## src/rtl/mips_ctrl_pkg.sv

```systemverilog
// rtl/mips_ctrl_pkg.sv - shared encodings for the multi-cycle MIPS-subset controller
package mips_ctrl_pkg;

    localparam logic [5:0] OP_RTYPE = 6'b000000;
    localparam logic [5:0] OP_ADDI  = 6'b001000;
    localparam logic [5:0] OP_XORI  = 6'b001110;
    localparam logic [5:0] OP_LW    = 6'b100011;
    localparam logic [5:0] OP_SW    = 6'b101011;
    localparam logic [5:0] OP_BNE   = 6'b000101;
    localparam logic [5:0] OP_J     = 6'b000010;
    localparam logic [5:0] OP_JAL   = 6'b000011;

    localparam logic [5:0] FN_ADD   = 6'b100000;
    localparam logic [5:0] FN_SUB   = 6'b100010;
    localparam logic [5:0] FN_SLT   = 6'b101010;
    localparam logic [5:0] FN_JR    = 6'b001000;

    typedef enum logic [3:0] {
        ST_FETCH    = 4'd0,
        ST_DECODE   = 4'd1,
        ST_EXEC     = 4'd2,
        ST_WB       = 4'd3,
        ST_MEM_ADDR = 4'd4,
        ST_MEM_RD   = 4'd5,
        ST_MEM_WR   = 4'd6,
        ST_LW_WB    = 4'd7,
        ST_BRANCH   = 4'd8,
        ST_JUMP     = 4'd9,
        ST_TRAP     = 4'd10
    } state_e;

    typedef enum logic [3:0] {
        CLS_ALU_R = 4'd0,
        CLS_JR    = 4'd1,
        CLS_ADDI  = 4'd2,
        CLS_XORI  = 4'd3,
        CLS_LW    = 4'd4,
        CLS_SW    = 4'd5,
        CLS_BNE   = 4'd6,
        CLS_J     = 4'd7,
        CLS_JAL   = 4'd8,
        CLS_NONE  = 4'd9
    } instr_class_e;

    localparam logic [1:0] ALU_ADD = 2'd0;
    localparam logic [1:0] ALU_SUB = 2'd1;
    localparam logic [1:0] ALU_XOR = 2'd2;
    localparam logic [1:0] ALU_SLT = 2'd3;

    localparam logic [1:0] PC_SRC_SEQ    = 2'd0;
    localparam logic [1:0] PC_SRC_BRANCH = 2'd1;
    localparam logic [1:0] PC_SRC_JUMP   = 2'd2;
    localparam logic [1:0] PC_SRC_REG    = 2'd3;

    localparam logic [1:0] SRC_B_RT   = 2'd0;
    localparam logic [1:0] SRC_B_SIMM = 2'd1;
    localparam logic [1:0] SRC_B_ZIMM = 2'd2;

    localparam logic [1:0] REG_DST_RT  = 2'd0;
    localparam logic [1:0] REG_DST_RD  = 2'd1;
    localparam logic [1:0] REG_DST_R31 = 2'd2;

    localparam logic [1:0] WB_ALU = 2'd0;
    localparam logic [1:0] WB_MEM = 2'd1;
    localparam logic [1:0] WB_PC4 = 2'd2;

    localparam logic [1:0] FAULT_NONE    = 2'd0;
    localparam logic [1:0] FAULT_OPCODE  = 2'd1;
    localparam logic [1:0] FAULT_FUNCT   = 2'd2;
    localparam logic [1:0] FAULT_TIMEOUT = 2'd3;

    typedef struct packed {
        instr_class_e cls;
        logic         op_legal;
        logic         funct_legal;
        logic [1:0]   r_alu_op;
    } decode_t;

endpackage

```

## src/rtl/mips_main_decode.sv

```systemverilog
// rtl/mips_main_decode.sv - opcode/funct to instruction class and legality flags
module mips_main_decode
    import mips_ctrl_pkg::*;
(
    input  logic [5:0] opcode_i,
    input  logic [5:0] funct_i,
    output decode_t    dec_o
);

    // Classify the held instruction; funct only matters for R-type.
    always_comb begin
        dec_o.cls         = CLS_NONE;
        dec_o.op_legal    = 1'b1;
        dec_o.funct_legal = 1'b1;
        dec_o.r_alu_op    = ALU_ADD;
        case (opcode_i)
            OP_RTYPE: begin
                case (funct_i)
                    FN_ADD:  begin dec_o.cls = CLS_ALU_R; dec_o.r_alu_op = ALU_ADD; end
                    FN_SUB:  begin dec_o.cls = CLS_ALU_R; dec_o.r_alu_op = ALU_SUB; end
                    FN_SLT:  begin dec_o.cls = CLS_ALU_R; dec_o.r_alu_op = ALU_SLT; end
                    FN_JR:   dec_o.cls = CLS_JR;
                    default: dec_o.funct_legal = 1'b0;
                endcase
            end
            OP_ADDI: dec_o.cls = CLS_ADDI;
            OP_XORI: dec_o.cls = CLS_XORI;
            OP_LW:   dec_o.cls = CLS_LW;
            OP_SW:   dec_o.cls = CLS_SW;
            OP_BNE:  dec_o.cls = CLS_BNE;
            OP_J:    dec_o.cls = CLS_J;
            OP_JAL:  dec_o.cls = CLS_JAL;
            default: dec_o.op_legal = 1'b0;
        endcase
    end

endmodule

```

## src/rtl/multicycle_control_fsm.sv

```systemverilog
// rtl/multicycle_control_fsm.sv - sequencing controller for the multi-cycle MIPS-subset CPU
module multicycle_control_fsm
    import mips_ctrl_pkg::*;
#(
    parameter int MEM_TIMEOUT = 16,
    parameter int CNT_W       = 5
) (
    input  logic       clk,
    input  logic       reset,
    input  logic [5:0] opcode,
    input  logic [5:0] funct,
    input  logic       zero,
    input  logic       mem_ready,
    output logic       ir_we,
    output logic       pc_we,
    output logic [1:0] pc_src,
    output logic       mem_re,
    output logic       mem_we,
    output logic [1:0] alu_src_b,
    output logic [1:0] alu_op,
    output logic       reg_we,
    output logic [1:0] reg_dst,
    output logic [1:0] wb_sel,
    output logic [1:0] fault,
    output logic [3:0] state
);

    localparam logic [CNT_W-1:0] TIMEOUT_C = CNT_W'(MEM_TIMEOUT);

    state_e           state_q, state_d;
    logic [1:0]       fault_q, fault_d;
    logic [CNT_W-1:0] wait_q, wait_d;
    logic [CNT_W-1:0] wait_inc;
    logic             timed_out;
    decode_t          dec;

    mips_main_decode u_decode (
        .opcode_i (opcode),
        .funct_i  (funct),
        .dec_o    (dec)
    );

    // A timeout of zero disables both counting and the fault; a late mem_ready
    // still wins because the ready branch is tested before timed_out.
    assign wait_inc  = (MEM_TIMEOUT != 0) ? (wait_q + CNT_W'(1)) : '0;
    assign timed_out = (MEM_TIMEOUT != 0) && (wait_q == TIMEOUT_C);

    // State, sticky fault and memory wait counter registers.
    always_ff @(posedge clk) begin
        if (reset) begin
            state_q <= ST_FETCH;
            fault_q <= FAULT_NONE;
            wait_q  <= '0;
        end else begin
            state_q <= state_d;
            fault_q <= fault_d;
            wait_q  <= wait_d;
        end
    end

    // Next-state, fault capture and wait counting (counter clears whenever not waiting).
    always_comb begin
        state_d = state_q;
        fault_d = fault_q;
        wait_d  = '0;
        case (state_q)
            ST_FETCH, ST_MEM_RD, ST_MEM_WR: begin
                if (mem_ready) begin
                    case (state_q)
                        ST_FETCH:  state_d = ST_DECODE;
                        ST_MEM_RD: state_d = ST_LW_WB;
                        default:   state_d = ST_FETCH;
                    endcase
                end else if (timed_out) begin
                    state_d = ST_TRAP;
                    fault_d = FAULT_TIMEOUT;
                end else begin
                    wait_d = wait_inc;
                end
            end
            ST_DECODE: begin
                if (!dec.op_legal) begin
                    state_d = ST_TRAP;
                    fault_d = FAULT_OPCODE;
                end else if (!dec.funct_legal) begin
                    state_d = ST_TRAP;
                    fault_d = FAULT_FUNCT;
                end else begin
                    case (dec.cls)
                        CLS_LW, CLS_SW: state_d = ST_MEM_ADDR;
                        CLS_BNE:        state_d = ST_BRANCH;
                        CLS_J, CLS_JAL: state_d = ST_JUMP;
                        default:        state_d = ST_EXEC;
                    endcase
                end
            end
            ST_EXEC:     state_d = (dec.cls == CLS_JR) ? ST_FETCH : ST_WB;
            ST_MEM_ADDR: state_d = (dec.cls == CLS_LW) ? ST_MEM_RD : ST_MEM_WR;
            ST_TRAP:     state_d = ST_TRAP;
            default:     state_d = ST_FETCH;
        endcase
    end

    // Moore output decode; FETCH and BRANCH enables follow mem_ready/zero in the same cycle.
    // Everything is forced low during reset so an aborted instruction writes nothing.
    always_comb begin
        ir_we     = 1'b0;
        pc_we     = 1'b0;
        pc_src    = PC_SRC_SEQ;
        mem_re    = 1'b0;
        mem_we    = 1'b0;
        alu_src_b = SRC_B_RT;
        alu_op    = ALU_ADD;
        reg_we    = 1'b0;
        reg_dst   = REG_DST_RT;
        wb_sel    = WB_ALU;
        if (!reset) begin
            case (state_q)
                ST_FETCH: begin
                    mem_re = 1'b1;
                    ir_we  = mem_ready;
                    pc_we  = mem_ready;
                end
                ST_EXEC: begin
                    case (dec.cls)
                        CLS_JR: begin
                            pc_we  = 1'b1;
                            pc_src = PC_SRC_REG;
                        end
                        CLS_ADDI: begin
                            alu_src_b = SRC_B_SIMM;
                            alu_op    = ALU_ADD;
                        end
                        CLS_XORI: begin
                            alu_src_b = SRC_B_ZIMM;
                            alu_op    = ALU_XOR;
                        end
                        default: begin
                            alu_src_b = SRC_B_RT;
                            alu_op    = dec.r_alu_op;
                        end
                    endcase
                end
                ST_WB: begin
                    reg_we  = 1'b1;
                    wb_sel  = WB_ALU;
                    reg_dst = (dec.cls == CLS_ALU_R) ? REG_DST_RD : REG_DST_RT;
                end
                ST_MEM_ADDR: begin
                    alu_src_b = SRC_B_SIMM;
                    alu_op    = ALU_ADD;
                end
                ST_MEM_RD: mem_re = 1'b1;
                ST_MEM_WR: mem_we = 1'b1;
                ST_LW_WB: begin
                    reg_we  = 1'b1;
                    wb_sel  = WB_MEM;
                    reg_dst = REG_DST_RT;
                end
                ST_BRANCH: begin
                    alu_src_b = SRC_B_RT;
                    alu_op    = ALU_SUB;
                    pc_we     = ~zero;
                    pc_src    = PC_SRC_BRANCH;
                end
                ST_JUMP: begin
                    pc_we  = 1'b1;
                    pc_src = PC_SRC_JUMP;
                    if (dec.cls == CLS_JAL) begin
                        reg_we  = 1'b1;
                        reg_dst = REG_DST_R31;
                        wb_sel  = WB_PC4;
                    end
                end
                default: ;
            endcase
        end
    end

    assign fault = fault_q;
    assign state = state_q;

endmodule

```

## config.mk

```make
export PLATFORM = sky130hd
export DESIGN_NAME = multicycle_control_fsm
export DESIGN_NICKNAME = d
export VERILOG_FILES = /design/src/rtl/mips_ctrl_pkg.sv /design/src/rtl/mips_main_decode.sv /design/src/rtl/multicycle_control_fsm.sv
export SDC_FILE = /design/constraint.sdc
export NUM_CORES = 1
export LEC_CHECK = 0
export ABC_AREA = 1
export ABC_CLOCK_PERIOD_IN_PS = 2800
export BUFFER_PORTS_ARGS = -buffer_cell sky130_fd_sc_hd__buf_2
export CAP_MARGIN = 20
export CELL_PAD_IN_SITES_DETAIL_PLACEMENT = 0
export CELL_PAD_IN_SITES_GLOBAL_PLACEMENT = 1
export CORE_MARGIN = 2
export CORE_UTILIZATION = 35
export CTS_CLUSTER_DIAMETER = 150
export DETAILED_ROUTE_END_ITERATION = 16
export GPL_ROUTABILITY_DRIVEN = 0
export HOLD_SLACK_MARGIN = 0.15
export PLACE_DENSITY_LB_ADDON = 0.1
export RECOVER_POWER = 50
export SYNTH_ARGS = -nofsm -noshare
export SYNTH_HDL_FRONTEND = slang
export SYNTH_SLANG_ARGS = --single-unit
```

## constraint.sdc

```tcl
create_clock -name clk -period 2.8 [get_ports clk]
set_input_delay 0.28 -clock clk [delete_from_list [all_inputs] [get_ports clk]]
set_output_delay 0.28 -clock clk [all_outputs]
set_load 0.05 [all_outputs]
```

Yosys cells after proc, flatten, opt, wreduce, memory -nomap -nowiden

Cells that the tools add are included.

Register bits: 11
Input port bits: 16
Output and inout bits: 21

Add/sub/neg operators: 1
Equal/unequal tests: 34
Muxes and demuxes: 47
Bitwise gates (word level): 2
Reduce and logical (&&, ||, !) cells: 15

Operators by type and width:

| cell                                                                  | count |
|---|---|
| 4-bit by 3-bit equality test with 1-bit output, second input constant | 8 |
| 2-bit case mux with 2 select lines                                    | 8 |
| 4-bit case mux with 8 select lines                                    | 1 |
| 6-bit equality test, second input constant                            | 5 |
| 2-bit two-way mux                                                     | 13 |
| 4-bit case mux with 5 select lines                                    | 1 |
| 6-bit by 4-bit equality test with 1-bit output, second input constant | 3 |
| 4-bit by 2-bit equality test with 1-bit output, second input constant | 4 |
| 4-bit equality test, second input constant                            | 4 |
| 4-bit two-way mux                                                     | 4 |
| 1-bit two-way mux                                                     | 13 |
| 6-bit by 2-bit equality test with 1-bit output, second input constant | 2 |
| 4-bit case mux with 3 select lines                                    | 1 |
| 2-bit OR reduction                                                    | 5 |
| 4-bit by 1-bit equality test with 1-bit output, second input constant | 2 |
| 4-bit logical NOT                                                     | 2 |
| 4-bit case mux with 2 select lines                                    | 1 |
| 4-bit OR reduction                                                    | 2 |
| 8-bit OR reduction                                                    | 1 |
| 6-bit by 3-bit equality test with 1-bit output, second input constant | 1 |
| 6-bit logical NOT                                                     | 1 |
| 3-bit inequality test, second input constant                          | 2 |
| 2-bit case mux with 3 select lines                                    | 1 |
| 3-bit case mux with 2 select lines                                    | 1 |
| other kinds (10)                                                      | 13 |

Longest topological paths before layout

Gate-level depths: netlist of run 1.

Word-level depth: 10
Gate-level depth with buffers: 11
Gate-level depth less buffers: 11

Modules after synthesis

A second synthesis of run 1 with hierarchy kept.

Cell total of the unflattened synthesis: 211
Area, all modules: 1239.9 um2

By module, submodules not included:

| module                 | times used | cells each | area an instance (um2) | sequential area each (um2) |
|---|---|---|---|---|
| multicycle_control_fsm | 1          | 147        | 947.2                  | 220.2 |
| mips_main_decode       | 1          | 64         | 292.8                  | 0.0 |

Worst setup path after synthesis of run 1

Ideal clock, no wire load.

Kind: register -> output
Start: register state_q[1], in the netlist state[1]
End: output port alu_op[1]
Data arrival time: 2.794 ns
Data required time: 2.520 ns
Slack: -0.274 ns
Stages on the path, launching flop included: 8
Cell sequence: dfxtp_1 inv_1 nor2_1 inv_1 nor2_1 inv_1 nor3_1 a31o_2

Word-level cells in the longest chain between the ends: 3
Elaborated cells between the ends (all ways): 4
Classes of those cells: eq/ne: 2; mux: 2

Ends and longest elaborated chain:

| element                                                                               | line                          | source |
|---|---|---|
| start, declared                                                                       | multicycle_control_fsm.sv:30  | `state_e state_q, state_d;` |
| start signal, assigned                                                                | multicycle_control_fsm.sv:55  | `state_q <= state_d;` |
| 4-bit equality test or 4-bit by 2-bit equality test with 1-bit output (tied branches) | multicycle_control_fsm.sv:118 | `case (state_q)` |
| 2-bit case mux with 2 select lines *                                                  | multicycle_control_fsm.sv:118 |  |
| 2-bit two-way mux *                                                                   | multicycle_control_fsm.sv:117 | `if (!reset) begin` |
| end, declared                                                                         | multicycle_control_fsm.sv:20  | `output logic [1:0] alu_op,` |

Mark *: on every way between the ends. The rest lies on a longest branch, timed or not.

Worst setup path in the final report of run 1

Start: register state_q[1], in the netlist state[1]
End: output port pc_we

Word-level cells in the longest chain between the ends: 3
Elaborated cells between the ends (all ways): 6
Classes of those cells: eq/ne: 3; mux: 2; reduce/logical: 1

Ends and longest elaborated chain:

| element                                     | line                          | source |
|---|---|---|
| 4-bit equality test (tied with other cells) | multicycle_control_fsm.sv:118 |  |
| 1-bit case mux with 4 select lines *        | multicycle_control_fsm.sv:118 |  |
| 1-bit two-way mux *                         | multicycle_control_fsm.sv:117 |  |
| end, declared                               | multicycle_control_fsm.sv:15  | `output logic pc_we,` |

Marks and branches as above.

==> reports/summary.log, run 1 <==
INFO  routing        route.detailed.drc=0
INFO  clocking       tritoncts.num_buffers=3
INFO  die            die_x=60.2um
INFO  worst_setup_path cp_top_family=simple AND/OR/NAND/NOR gates
INFO  placed_design  buffer_ports.inserted=36
INFO  die            top_level_ports=37
INFO  routing        ant_nets=0
INFO  synthesis      post_synthesis_net_count=208
INFO  timing         min_period=2.18ns
INFO  synthesis      synth_fa_ha_area_share=2.27%
INFO  timing         grt_setup_unrepaired=false
INFO  routing        detailroute.via_count=1,258
INFO  worst_setup_path critPathCaptureType=output port
INFO  global_routing grt_start_max_net_pins=18
INFO  worst_setup_path startpoint_type=flip-flop
INFO  routing        drt-initial-drc-count=57
INFO  routing        wirelength=2770um
INFO  clocking       clock-sinks=11
INFO  synthesis      complex_gate_fraction_of_the_synthesized_area=8.96%
INFO  synthesis      post_synth_instance_area=1100um2
INFO  layout         filler_cell_count=351
INFO  hold_path      class_of_the_most_critical_hold_timing_path=in -> reg
INFO  clocking       cts_tree=yes
INFO  global_routing antenna_found_initial=0
INFO  synthesis      synth_area_per_cell=5.81um2
INFO  die            initial_utilization=36.4%
INFO  clocking       clockRootBuffer=sky130_fd_sc_hd__clkbuf_4
INFO  die            dieArea=3620um2
INFO  routing        drt-wirelength-per-cell=10.2um
INFO  clocking       postCtsResizedCells=0
INFO  layout         proportion_of_layout_cells_with_a_drive_suffix_above_1=24.2%
INFO  routing        first_pass_iters=4
INFO  worst_setup_path path_common_cell=sky130_fd_sc_hd__inv_1
INFO  worst_setup_path highest_delay_cell_along_the_critical_path=sky130_fd_sc_hd__dfxtp_1
INFO  clocking       clock_latency_reported_for_the_late_side_of_the_worst_skew_pair=0.26ns
INFO  synthesis      netlist-cell-type-count=28
INFO  clocking       buffers_from_clock_root_to_sink_at_most=2
INFO  synthesis      synthesis.yosys.warnings=0
INFO  clocking       postCtsSetupBuffers=0
INFO  worst_setup_path worstSetupPathType=reg -> out
INFO  worst_setup_path critical_path.max_stage_delay=0.39ns
INFO  hold_path      timing.hold.worst_path_depth=2
INFO  layout         syn2layout_area_growth=22.8%
INFO  worst_setup_path peak_fanout_along_the_critical_path=4
INFO  clocking       ctsHtreeMaxLevel=1
INFO  hold_path      timing.hold.worst_endpoint=state[3]
INFO  worst_setup_path timing.rr.end=state[2]
INFO  worst_setup_path timing.critical_path.required=2.52ns
INFO  worst_setup_path worst-r2r-cell-count=9
INFO  worst_setup_path arrival=1.90ns
INFO  global_routing grt-ovfl-total=0
INFO  pwr            power-per-cell-area=620nW/um2
INFO  timing         finalHoldWorstSlack=0.397ns
INFO  timing         skew=0.00113ns
INFO  timing         timing.fmax=0.458GHz
INFO  synthesis      synth-xor-area-share=2.38%
INFO  timing         fin_crit_sh=77.9%
INFO  clocking       cts_hold_repair.buffers=0
INFO  global_routing wire_length_of_the_first_global_routing_pass=4720um
INFO  pwr            irDropWorstVdd=0.376mV
INFO  hold_path      worst_hold_startpoint=reset
INFO  synthesis      ys_seq_elements=11
INFO  timing         timing.final.hold_violations=0
INFO  synthesis      dominant_combinational_cell_family_by_area_after_synthesis=simple AND/OR/NAND/NOR gates
INFO  layout         num-nets-final=246
INFO  pwr            power_leakage=0.691nW
INFO  job            cap_violations=0
INFO  synthesis      synth-simple-area-share=53.9%
INFO  worst_setup_path timing.reg2reg.setup_slack=1.19ns
INFO  layout         antenna_cells=0
INFO  run_status     status=completed
INFO  timing         final-setup-viol-count=0
INFO  global_routing gr-usage-all-layers=16.7%
INFO  global_routing first_global_vias=1,128
INFO  routing        detail_route.vias_per_cell=4.64
INFO  synthesis      yosys-mux-area-fraction=0%
INFO  die            core_area=3030um2
INFO  placed_design  detailedPlacementHpwl=2380um
INFO  timing         fin_tns_setup=0ns
INFO  layout         ff_latch_area=220um2
INFO  timing         timing_max_transition_violations_final=0
INFO  die            rows=20
INFO  worst_setup_path path_buf_inv=5
INFO  synthesis      synth-seq-area-share=20.0%
INFO  timing         tightest_slew=0.595ns
INFO  die            floorplan.die.height=60.2um
INFO  synthesis      synthCells=190
INFO  timing         max_slew_margin=60.5%
INFO  worst_setup_path cp_cell_sequence=inv_1, nor2_1, inv_1, nor2_1, inv_1, nor2_1, nand2_1, nand2_1, o21ai_1, inv_1, buf_2
INFO  layout         multiInputGateArea=758um2
INFO  clocking       cts.reportedPaths.clkPinSlew=0.07ns
INFO  worst_setup_path worst_r2r_startpoint=state[3]
==> registers in the layout (all words and copies together), names as in the netlist <==
register  flops
fault         2
state         4
wait_q        5
==> metal layers <==
layer / vias up / track usage [%] / share of wire [%]
met5: - / 0 / 0
met4: 0 / 3.81 / 0.14
met3: 2 / 1.30 / 3.8
met2: 21 / 27.2 / 46
met1: 553 / 23.7 / 50
li1: 682 / - / -
==> metrics by stage <==
stage	cell area (um2)	power [mW]	worst slack [ns]	std cells	util [%]
after global placement	1340	0.749	0.801	267	44.3
after global routing	1360	0.919	0.449	271	44.8
after detailed placement	1340	0.750	0.785	267	44.3
final	1360	0.840	0.618	271	44.8
after floorplan	1120	0.630	0.210	190	-
after CTS	1370	0.860	0.623	271	45.1
==> cells in the mapped netlist <==
| cell | instances | area [um2] |
|---|---|---|
| sky130_fd_sc_hd__nand4_2 | 2 | 25.0 |
| sky130_fd_sc_hd__buf_4 | 1 | 7.51 |
| sky130_fd_sc_hd__dfxtp_1 | 11 | 220 |
| sky130_fd_sc_hd__xnor2_1 | 1 | 8.76 |
| sky130_fd_sc_hd__a31o_2 | 1 | 8.76 |
| sky130_fd_sc_hd__clkbuf_1 | 2 | 7.51 |
| sky130_fd_sc_hd__a221oi_1 | 1 | 8.76 |
| sky130_fd_sc_hd__nand3_1 | 21 | 105 |
| sky130_fd_sc_hd__ha_1 | 2 | 25.0 |
| sky130_fd_sc_hd__inv_1 | 30 | 113 |
| sky130_fd_sc_hd__a21oi_1 | 5 | 25.0 |
| sky130_fd_sc_hd__nand3_2 | 5 | 50.1 |
| sky130_fd_sc_hd__nor2_1 | 35 | 131 |
| sky130_fd_sc_hd__o22ai_1 | 1 | 6.26 |
| sky130_fd_sc_hd__xor2_1 | 2 | 17.5 |
| sky130_fd_sc_hd__nor2_4 | 3 | 33.8 |
| sky130_fd_sc_hd__nand4_1 | 3 | 18.8 |
| sky130_fd_sc_hd__o21bai_2 | 1 | 11.3 |
| sky130_fd_sc_hd__nor4_1 | 1 | 6.26 |
| sky130_fd_sc_hd__nand2_4 | 1 | 11.3 |
| sky130_fd_sc_hd__or2_2 | 1 | 6.26 |
| sky130_fd_sc_hd__nor2_2 | 4 | 25.0 |
| sky130_fd_sc_hd__inv_2 | 3 | 11.3 |
| sky130_fd_sc_hd__o21ai_1 | 2 | 10.0 |
| sky130_fd_sc_hd__nand2_1 | 39 | 146 |
| sky130_fd_sc_hd__o21ai_0 | 4 | 20.0 |
| sky130_fd_sc_hd__o21ai_2 | 1 | 8.76 |
| sky130_fd_sc_hd__nor3_1 | 7 | 35.0 |
==> layout make-up <==
type	instances	share of cell area [%]
clock buffers	4	1.94
flip-flops and latches	11	16.3
well taps	44	4.06
multi-input cells	143	56.0
repair buffers	36	12.7
inverters	33	9.14
==> worst max path at each step <==
stage	start	to	cells past startpoint
floorplan	state[1]	alu_op[1]	7
global placement	opcode[0]	pc_we	12
detailed placement	opcode[0]	pc_we	12
CTS	state[1]	pc_we	11
global route	state[1]	pc_src[1]	9
finish	state[1]	pc_we	11
==> cell usage in the layout, fill, tap and decap left out <==
cell                        n
sky130_fd_sc_hd__clkbuf_1   8
sky130_fd_sc_hd__nand4_2    2
sky130_fd_sc_hd__nand3_1   21
sky130_fd_sc_hd__clkbuf_4   3
sky130_fd_sc_hd__o21ai_1    2
sky130_fd_sc_hd__xnor2_1    1
sky130_fd_sc_hd__nand2_4    1
sky130_fd_sc_hd__o22ai_1    1
sky130_fd_sc_hd__a21oi_1    5
sky130_fd_sc_hd__inv_1     31
sky130_fd_sc_hd__nor2_2     3
sky130_fd_sc_hd__nand4_1    3
sky130_fd_sc_hd__a221oi_1   1
sky130_fd_sc_hd__or2_2      1
sky130_fd_sc_hd__nor4_2     1
sky130_fd_sc_hd__o21bai_2   1
sky130_fd_sc_hd__nor3_2     2
sky130_fd_sc_hd__buf_2     29
sky130_fd_sc_hd__nor2_1    36
sky130_fd_sc_hd__o21ai_2    1
sky130_fd_sc_hd__dfxtp_1   11
sky130_fd_sc_hd__a31o_2     1
sky130_fd_sc_hd__nor2_4     3
sky130_fd_sc_hd__ha_1       2
sky130_fd_sc_hd__o21ai_0    4
sky130_fd_sc_hd__xor2_1     2
sky130_fd_sc_hd__inv_2      2
sky130_fd_sc_hd__nand3_2    5
sky130_fd_sc_hd__nand2_1   39
sky130_fd_sc_hd__nor3_1     5
==> kinds of logic (layout without fill, tap and decap cells) <==
family	count (synthesis)	in the layout
compound gates	16	16
xor+xnor	3	3
fa+ha+maj	2	2
buf+inv	36	73
flops	11	11
simple gates	122	122
==> power by group <==
group	switching (mW)	total, mW	internal [mW]
sequential	0.0309	0.221	0.190
clock	0.0495	0.105	0.0550
combinational	0.393	0.515	0.122
Power figures use the tool's default switching activity.
==> run 2: changes to the inputs <==
--- a/config.mk
+++ b/config.mk
@@ -6,13 +6,13 @@
 export NUM_CORES = 1
 export LEC_CHECK = 0
 export ABC_AREA = 1
-export ABC_CLOCK_PERIOD_IN_PS = 2800
+export ABC_CLOCK_PERIOD_IN_PS = 1900
 export BUFFER_PORTS_ARGS = -buffer_cell sky130_fd_sc_hd__buf_2
 export CAP_MARGIN = 20
 export CELL_PAD_IN_SITES_DETAIL_PLACEMENT = 0
 export CELL_PAD_IN_SITES_GLOBAL_PLACEMENT = 1
 export CORE_MARGIN = 2
-export CORE_UTILIZATION = 35
+export CORE_UTILIZATION = 30
 export CTS_CLUSTER_DIAMETER = 150
 export DETAILED_ROUTE_END_ITERATION = 16
 export GPL_ROUTABILITY_DRIVEN = 0
==> constraint.sdc (replaced) <==
create_clock -name clk -period 1.9 [get_ports clk]
set_input_delay 0.19 -clock clk [delete_from_list [all_inputs] [get_ports clk]]
set_output_delay 0.19 -clock clk [all_outputs]
set_load 0.05 [all_outputs]
==> run 2 against run 1 <==
Global-route usage shrank 1.4 points. Total power grew 70%. Sequential share of layout area shrank 1.7 points. Critical path type unchanged. Largest cell class unchanged. Largest power group unchanged.
==> reports/summary.log, run 2 (synthesized netlist as in run 1, its figures left out) <==
INFO  timing         max_slew_margin=60.4% [was 60.5%]
INFO  hold_path      class_of_the_most_critical_hold_timing_path=in -> reg [unchanged]
INFO  worst_setup_path timing.rr.end=state[1] [was state[2]]
INFO  layout         flip_flop_count_of_the_largest_register_after_layout=5 [unchanged]
INFO  routing        drt-initial-drc-count=27 [was 57]
INFO  placed_design  buffer_ports.inserted=36 [unchanged]
INFO  worst_setup_path worst_r2r_startpoint=state[2] [was state[3]]
INFO  layout         utilization=43.8% [was 44.8%]
INFO  global_routing gr-usage-all-layers=15.2% [was 16.7%]
INFO  layout         num-nets-final=255 [was 246]
INFO  clocking       tritoncts.num_buffers=3 [unchanged]
INFO  timing         tightest_slew=0.596ns [was 0.595 ns]
INFO  global_routing groute.layer.met1.usage=18.6% [was 23.7%]
INFO  die            rows=22 [was 20]
INFO  worst_setup_path critPathCaptureType=output port [unchanged]
INFO  die            dieArea=4180um2 [was 3620 um2]
INFO  global_routing antenna_found_initial=0 [unchanged]
INFO  die            top_level_ports=37 [unchanged]
INFO  pwr            irDropWorstVdd=0.570mV [was 0.376 mV]
INFO  worst_setup_path timing.critical_path.required=1.71ns [was 2.52 ns]
INFO  die            die_x=64.7um [was 60.2 um]
INFO  placed_design  post-place-ws=0.00579ns [was 0.785 ns]
INFO  timing         skew=0.00508ns [was 0.00113 ns]
INFO  hold_path      timing.hold.worst_path_depth=3 [was 2]
INFO  clocking       cts.reportedPaths.clkPinSlew=0.04ns [was 0.07 ns]
INFO  timing         finalHoldWorstSlack=0.349ns [was 0.397 ns]
INFO  timing         timing_max_transition_violations_final=0 [unchanged]
INFO  placed_design  dp_cells=279 [was 267]
INFO  timing         timing.final.hold_violations=0 [unchanged]
INFO  layout         syn2layout_area_growth=43.2% [was 22.8%]
INFO  placed_design  detailedPlacementHpwl=2560um [was 2380 um]
INFO  pwr            power_leakage=0.757nW [was 0.691 nW]
INFO  clocking       buffers_from_clock_root_to_sink_at_most=2 [unchanged]
INFO  worst_setup_path timing.reg2reg.setup_slack=0.29ns [was 1.19 ns]
INFO  worst_setup_path worst-r2r-cell-count=11 [was 9]
INFO  clocking       cts_hold_repair.buffers=0 [unchanged]
INFO  global_routing grt-ovfl-total=0 [unchanged]
INFO  routing        first_pass_iters=4 [unchanged]
INFO  layout         antenna_cells=0 [unchanged]
INFO  clocking       ctsHtreeMaxLevel=1 [unchanged]
INFO  worst_setup_path worstSetupPathType=reg -> out [unchanged]
INFO  run_status     status=completed [unchanged]
INFO  hold_path      timing.hold.worst_endpoint=state[2] [was state[3]]
INFO  clocking       clockRootBuffer=sky130_fd_sc_hd__clkbuf_8 [was sky130_fd_sc_hd__clkbuf_4]
INFO  global_routing grt_most_used_layer=met2 [unchanged]
INFO  layout         layout_common_cells=sky130_fd_sc_hd__nand2_1, sky130_fd_sc_hd__nor2_1, sky130_fd_sc_hd__inv_1 [unchanged]
INFO  routing        drt-wirelength-per-cell=10.5um [was 10.2 um]
INFO  pwr            power-per-cell-area=901nW/um2 [was 620 nW/um2]
INFO  global_routing grt_use_met3=1.74% [was 1.30%]
INFO  timing         timing.fmax=0.564GHz
INFO  routing        route.detailed.drc=0 [unchanged]
INFO  die            initial_utilization=30.6% [was 36.4%]
INFO  routing        detailroute.via_count=1,308 [was 1,258]
INFO  clocking       clock_latency_reported_for_the_late_side_of_the_worst_skew_pair=0.23ns [was 0.26 ns]
INFO  die            floorplan.die.height=64.7um [was 60.2 um]
INFO  worst_setup_path arrival=1.58ns [was 1.90 ns]
INFO  clocking       cts_tree=yes [unchanged]
INFO  worst_setup_path startpoint_type=flip-flop [unchanged]
INFO  layout         layout_commonest_cell=sky130_fd_sc_hd__nand2_1 [unchanged]
INFO  timing         finalWorstSetupSlack=0.127ns [was 0.618 ns]
INFO  layout         top_register=wait_q [unchanged]
INFO  timing         final-setup-viol-count=0 [unchanged]
INFO  routing        detail_route.vias_per_cell=4.61 [was 4.64]
INFO  timing         fin_crit_sh=93.3%
INFO  hold_path      worst_hold_startpoint=mem_ready [was reset]
INFO  layout         filler_cell_count=412 [was 351]
INFO  layout         final_cell_count_no_fill=284 [was 271]
INFO  routing        wirelength=2970um [was 2770 um]
INFO  worst_setup_path peak_fanout_along_the_critical_path=6 [was 4]
INFO  global_routing first_global_vias=1,214 [was 1,128]
INFO  clocking       clock-sinks=11 [unchanged]
INFO  job            cap_violations=0 [unchanged]
INFO  global_routing grt_start_max_net_pins=17 [was 18]
INFO  global_routing grt_use_met2=27.7% [was 27.2%]
INFO  timing         min_period=1.77ns
INFO  global_routing wire_length_of_the_first_global_routing_pass=5110um [was 4720 um]
INFO  timing         grt_setup_unrepaired=false [unchanged]
INFO  layout         proportion_of_layout_cells_with_a_drive_suffix_above_1=36.0% [was 24.2%]
INFO  die            core_area=3610um2 [was 3030 um2]
INFO  routing        ant_nets=0 [unchanged]
-- run 2: layer usage --
| metal | vias to the layer above | share of wire (%) |
|---|---|---|
| met5 | - | 0 |
| met4 | 0 | 0.34 |
| met3 | 2 | 3.4 |
| met2 | 25 | 49 |
| met1 | 585 | 48 |
| li1 | 696 | - |
-- run 2: worst max-delay path by stage --
stage                     startpoint          to  slack, ns  depth (start not counted)
final                       state[0]  reg_dst[0]       0.13                          5
after global routing       opcode[2]       pc_we      0.007                         12
after CTS                   state[1]   pc_src[1]       0.01                         10
after detailed placement   opcode[0]   pc_src[1]      0.006                         12
after global placement     opcode[0]   pc_src[1]       0.05                         12
after floorplan             state[1]   alu_op[1]      -0.14                          7
-- run 2: cell type report --
| type | count | area (um2) | area share (%) |
|---|---|---|---|
| Clock buffer | 4 | 45.0 | 2.85 |
| Inverter | 33 | 124 | 7.84 |
| Multi-Input combinational cell | 143 | 860 | 54.4 |
| Sequential cell | 11 | 230 | 14.6 |
| Tap cell | 48 | 60.1 | 3.80 |
| Timing Repair Buffer | 45 | 262 | 16.5 |
-- run 2: worst max-delay path, stage by stage (launching register included) --
cell and delay, ns:
sky130_fd_sc_hd__dfxtp_2 0.40, sky130_fd_sc_hd__nand2_1 0.10, sky130_fd_sc_hd__nor3_1 0.22, sky130_fd_sc_hd__nand2_1 0.15, sky130_fd_sc_hd__nor4_4 0.25, sky130_fd_sc_hd__buf_4 0.23
-- run 2: report_power, final --
part	internal (mW)	switching, mW
Clock	0.146	0.0784
Sequential	0.292	0.0542
Combinational	0.227	0.626
-- run 2: metrics by stage --
step	setup TNS (ns)	power (mW)	instance area [um2]
2_1_floorplan	-0.138	0.964	1190
3_3_place_gp	0	1.16	1480
3_5_place_dp	0	1.16	1480
4_1_cts	0	1.41	1540
5_1_grt	0	1.55	1580
6_report	0	1.42	1580
-- run 2: repair_timing --
item / in CTS / in global routing
endpoints found under the setup margin: 4 / 9
setup buffers: 0 / 1
endpoints found under the hold margin: 0 / 0
gates resized for setup: 6 / 19
pin swaps: 0 / 6
